[config.mk]
export PLATFORM = sky130hd
export DESIGN_NAME = uart_receiver
export DESIGN_NICKNAME = d
export VERILOG_FILES = /design/src/rtl/uart_receiver.sv
export SDC_FILE = /design/constraint.sdc
export NUM_CORES = 1
export LEC_CHECK = 0
export CORE_MARGIN = 8
export CORE_UTILIZATION = 28
export DETAILED_ROUTE_END_ITERATION = 10
export GPL_TIMING_DRIVEN = 0
export PLACE_DENSITY = 0.46
export SYNTH_ARGS = -nofsm -noshare
export SYNTH_HDL_FRONTEND = slang
export SYNTH_SLANG_ARGS = --single-unit
[constraint.sdc]
create_clock -name clk -period 2.32 [get_ports clk]
set_clock_uncertainty 0.15 [all_clocks]
set_input_delay 0.464 -clock clk [delete_from_list [all_inputs] [get_ports clk]]
set_output_delay 0.464 -clock clk [all_outputs]
set_load 0.005 [all_outputs]
[src/rtl/uart_receiver.sv]
// uart_receiver: 8N1 UART receiver that samples rx_in at the centre of each bit.
// Ports: clk (rising edge), reset (async, active-low), rx_in (idle-high serial line),
//        rx_data (last good byte), rx_valid (1-cycle pulse when rx_data updates),
//        frame_error (1-cycle pulse when the stop bit is low), busy (receiver not idle).
module uart_receiver #(
    parameter int CLK_FREQ = 100_000_000,
    parameter int BAUDRATE = 57600
) (
    input  logic       clk,
    input  logic       reset,
    input  logic       rx_in,
    output logic [7:0] rx_data,
    output logic       rx_valid,
    output logic       frame_error,
    output logic       busy
);
    localparam int CLKS_PER_BIT = CLK_FREQ / BAUDRATE;
    localparam int HALF_BIT     = CLKS_PER_BIT / 2;
    localparam int CW           = $clog2(CLKS_PER_BIT);
    localparam logic [CW-1:0] HALF_M1 = CW'(HALF_BIT - 1);
    localparam logic [CW-1:0] FULL_M1 = CW'(CLKS_PER_BIT - 1);

    typedef enum logic [1:0] {S_IDLE, S_START, S_DATA, S_STOP} state_t;

    state_t        state, state_n;
    logic          sync1, rx_s, rx_p;
    logic [CW-1:0] cnt, cnt_n;
    logic [2:0]    bit_idx, idx_n;
    logic [7:0]    shreg, sh_n, data_n;
    logic          valid_n, err_n;

    assign busy = state != S_IDLE;

    always_ff @(posedge clk or negedge reset) begin
        if (!reset) begin
            state       <= S_IDLE;
            sync1       <= 1'b1;
            rx_s        <= 1'b1;
            rx_p        <= 1'b1;
            cnt         <= '0;
            bit_idx     <= '0;
            shreg       <= '0;
            rx_data     <= '0;
            rx_valid    <= 1'b0;
            frame_error <= 1'b0;
        end else begin
            state       <= state_n;
            sync1       <= rx_in;
            rx_s        <= sync1;
            rx_p        <= rx_s;
            cnt         <= cnt_n;
            bit_idx     <= idx_n;
            shreg       <= sh_n;
            rx_data     <= data_n;
            rx_valid    <= valid_n;
            frame_error <= err_n;
        end
    end

    // Only a falling edge seen while idle starts a frame, so a line held low
    // after a frame error must go high and fall again before re-arming.
    always_comb begin
        state_n = state;
        cnt_n   = cnt + 1'b1;
        idx_n   = bit_idx;
        sh_n    = shreg;
        data_n  = rx_data;
        valid_n = 1'b0;
        err_n   = 1'b0;
        case (state)
            S_IDLE: begin
                cnt_n   = '0;
                state_n = (rx_p & ~rx_s) ? S_START : S_IDLE;
            end
            S_START: if (cnt == HALF_M1) begin
                state_n = rx_s ? S_IDLE : S_DATA;
                cnt_n   = '0;
                idx_n   = '0;
            end
            S_DATA: if (cnt == FULL_M1) begin
                sh_n    = {rx_s, shreg[7:1]};
                idx_n   = bit_idx + 3'd1;
                cnt_n   = '0;
                state_n = (bit_idx == 3'd7) ? S_STOP : S_DATA;
            end
            S_STOP: if (cnt == FULL_M1) begin
                state_n = S_IDLE;
                cnt_n   = '0;
                data_n  = rx_s ? shreg : rx_data;
                valid_n = rx_s;
                err_n   = ~rx_s;
            end
            default: begin
                state_n = S_IDLE;
                cnt_n   = '0;
            end
        endcase
    end
endmodule

==> flow_metrics.env <==
export IMPL_status="complete, no violations"
export IMPL_r2r_start="cnt[0]"
export IMPL_holdWs_ns=0.118
export IMPL_clk_latency_ns=0.29
export IMPL_dieArea_sq_um=8780
export IMPL_endpoint="busy"
export IMPL_rows=28
export IMPL_numCtsBuffers=5
export IMPL_power_density_nw_per_um2=736
export IMPL_chipWidth_um=93.7
export IMPL_fin_util_pct=34.4
export IMPL_cp_depth=2
export IMPL_min_path_type="input port to asynchronous set/reset pin"
export IMPL_synthTopCellsByArea="dfrtp_1, mux2_4, dfstp_2, mux2_2, xnor2_1"
export IMPL_setup_worst_path_end_class="primary output"
export IMPL_post_cts_buffers=0
export IMPL_start_kind="register"
export IMPL_final_cells=222
export IMPL_seq_area_frac_synth_pct=55.0
export IMPL_drcViolationCount=0
export IMPL_worstPathArrival_ns=1.56
export IMPL_routed_wl_um=2950
export IMPL_syn_avg_cell_area_sq_um=13.4
export IMPL_clk_pin_slew_ns=0.08
export IMPL_p_leak_nw=0.917
export IMPL_criticalPathCategory="register to primary output"
export IMPL_cp_num_buf_inv=1
export IMPL_ys_types=33
export IMPL_htreeDepth=2
export IMPL_antenna_left=0
export IMPL_dr_first_iter_drc_count=32
export IMPL_syn2layout_area_growth_pct=19.8
export IMPL_path_cells="or2_2 -> clkdlybuf4s50_1"
export IMPL_slew_violations=0
export IMPL_grt_max_degree=38
export IMPL_dpl_cell_count=214
export IMPL_grt_pass1_vias=1031
export IMPL_core_sq_um=5890
export IMPL_drive_above_1_share_pct=29.3
export IMPL_portBuffers=13
export IMPL_grt_first_pass_wirelength_um=5140
export IMPL_final_hold_violation_count=0
export IMPL_fin_nets=152
export IMPL_power_mw=1.49
export IMPL_worstPathMaxFanout=8
export IMPL_globalRouteTotalUtil_pct=7.54
export IMPL_io_pins=14
export IMPL_slew_headroom_pct=45.2
export IMPL_required_ns=1.71
export IMPL_ys_ff_latch=37
export IMPL_cts_hold_buf=0
export IMPL_slowest_delay_ns=0.47
export IMPL_syn_inst=126
export IMPL_min_period_over_period_pct=93.6
export IMPL_clk_path_buf_depth=2
export IMPL_synth_top_cells_by_count="dfrtp_1, mux2_4, nor2_1"
export IMPL_first_pass_iters=3
export IMPL_cts_tree="built"
export IMPL_rrSetupSlack_ns=0.41
export IMPL_seq_area_sq_um=930
export IMPL_tightest_slew_ns=0.822
export IMPL_ys_warnings_count=0
export IMPL_fmax_ghz=0.460
export IMPL_vias=986
export IMPL_syn_num_nets=132
export IMPL_crit_family="flip-flops"
export IMPL_ir_drop_mv=0.422
export IMPL_wl_per_cell_um=13.3
export IMPL_ys_flop_type="dfrtp_1"
export IMPL_fin_area_sq_um=2020
export IMPL_synth_edff_count=0
export IMPL_grt_antenna_before_repair=0
export IMPL_postCtsResizedCells=0
export IMPL_overflow=0
export IMPL_ys_async_sr_fraction_pct=100
export IMPL_r2r_cells=5
export IMPL_multi_input_area_sq_um=734
export IMPL_rsz0062_at_grt="no"
export IMPL_cap_violations=0
export IMPL_gp_congestion=0.766
export IMPL_synth_top_cell_area_share_pct=50.3
export IMPL_root_buffer="clkbuf_8"
export IMPL_yosysMostFrequentCell="dfrtp_1"
export IMPL_place_hpwl_um=2050
export IMPL_diodes=0
export IMPL_clock_sinks=37
export IMPL_fp_dieH_um=93.7
export IMPL_placed_area_sq_um=1910
export IMPL_setup_violations=0
export IMPL_synth_top_area_cell="dfrtp_1"
export IMPL_rr_endpoint="rx_data[0]"
export IMPL_vias_per_cell=4.44
export IMPL_num_fill_cells=584
export IMPL_start_util_pct=28.7
export IMPL_min_period_ns=2.17
export IMPL_cp_slowest_cell="dfrtp_1"
export IMPL_syn_area_sq_um=1690
how the worst min path moves through the flow:
stage,startpoint,to
floorplan,reset,asynchronous set/reset pin
global placement,sync1,rx_s
detailed placement,sync1,rx_s
CTS,reset,cnt[9]
global route,reset,rx_data[1]
finish,reset,cnt[9]
flip-flops by register name, summed over array words and instances, names as in the netlist, named ones only:
register	flops
frame_error	1
shreg	8
rx_p	1
rx_data	8
state	1
rx_valid	1
bit_idx	3
rx_s	1
cnt	11
sync1	1
routing by layer:
layer	global-route usage [%]	share of wire (%)	vias to the layer above
met1	9.01	46	481
met4	4.76	3.0	0
met5	0	0	-
li1	-	-	478
met2	11.0	45	19
met3	3.04	5.6	8
placed cells by master, fill, tap and decap left out, types with 3 or more instances in the layout:
master	instances
ha_1	3
mux2_2	4
nand3_1	8
clkdlybuf4s50_1	12
o21ai_0	3
dfrtp_1	34
mux2_4	12
xnor2_1	5
nand2_1	9
dfstp_2	3
nor2_1	11
xor2_1	4
clkbuf_8	5
stage by stage:
stage	TNS, ns	setup slack [ns]
4_1_cts	0	0.122
3_3_place_gp	-8.19	-0.243
3_5_place_dp	0	0.414
6_report	0	0.148
5_1_grt	0	0.0666
2_1_floorplan	0	0.561
power breakdown:
part,switching (mW),internal (mW),total [mW]
combinational,0.0901,0.0836,0.174
sequential,0.0628,0.688,0.751
clock,0.243,0.322,0.565
area by class of cell:
| class | count | share of cell area (%) |
|---|---|---|
| inverter | 2 | 0.371 |
| tap | 75 | 4.64 |
| clock buffer | 5 | 3.40 |
| timing repair buffer | 13 | 6.18 |
| multi-input combinational | 85 | 36.3 |
| sequential | 37 | 45.9 |
| clock inverter | 3 | 2.29 |
| buffer | 2 | 0.927 |
logic make-up after synthesis:
group                    count (synthesis)  synth area share, %
XOR/XNOR                                 9                 4.66
adder cells (fa/ha/maj)                  3                 2.22
AND/OR/NAND/NOR                         51                 20.7
buffers and inverters                    4                 1.55
AO/OA/AOI/OAI                            6                 2.59
multiplexers                            16                 13.3
flip-flops                              37                 55.0
No activity file was read; power rests on OpenSTA's default activity.
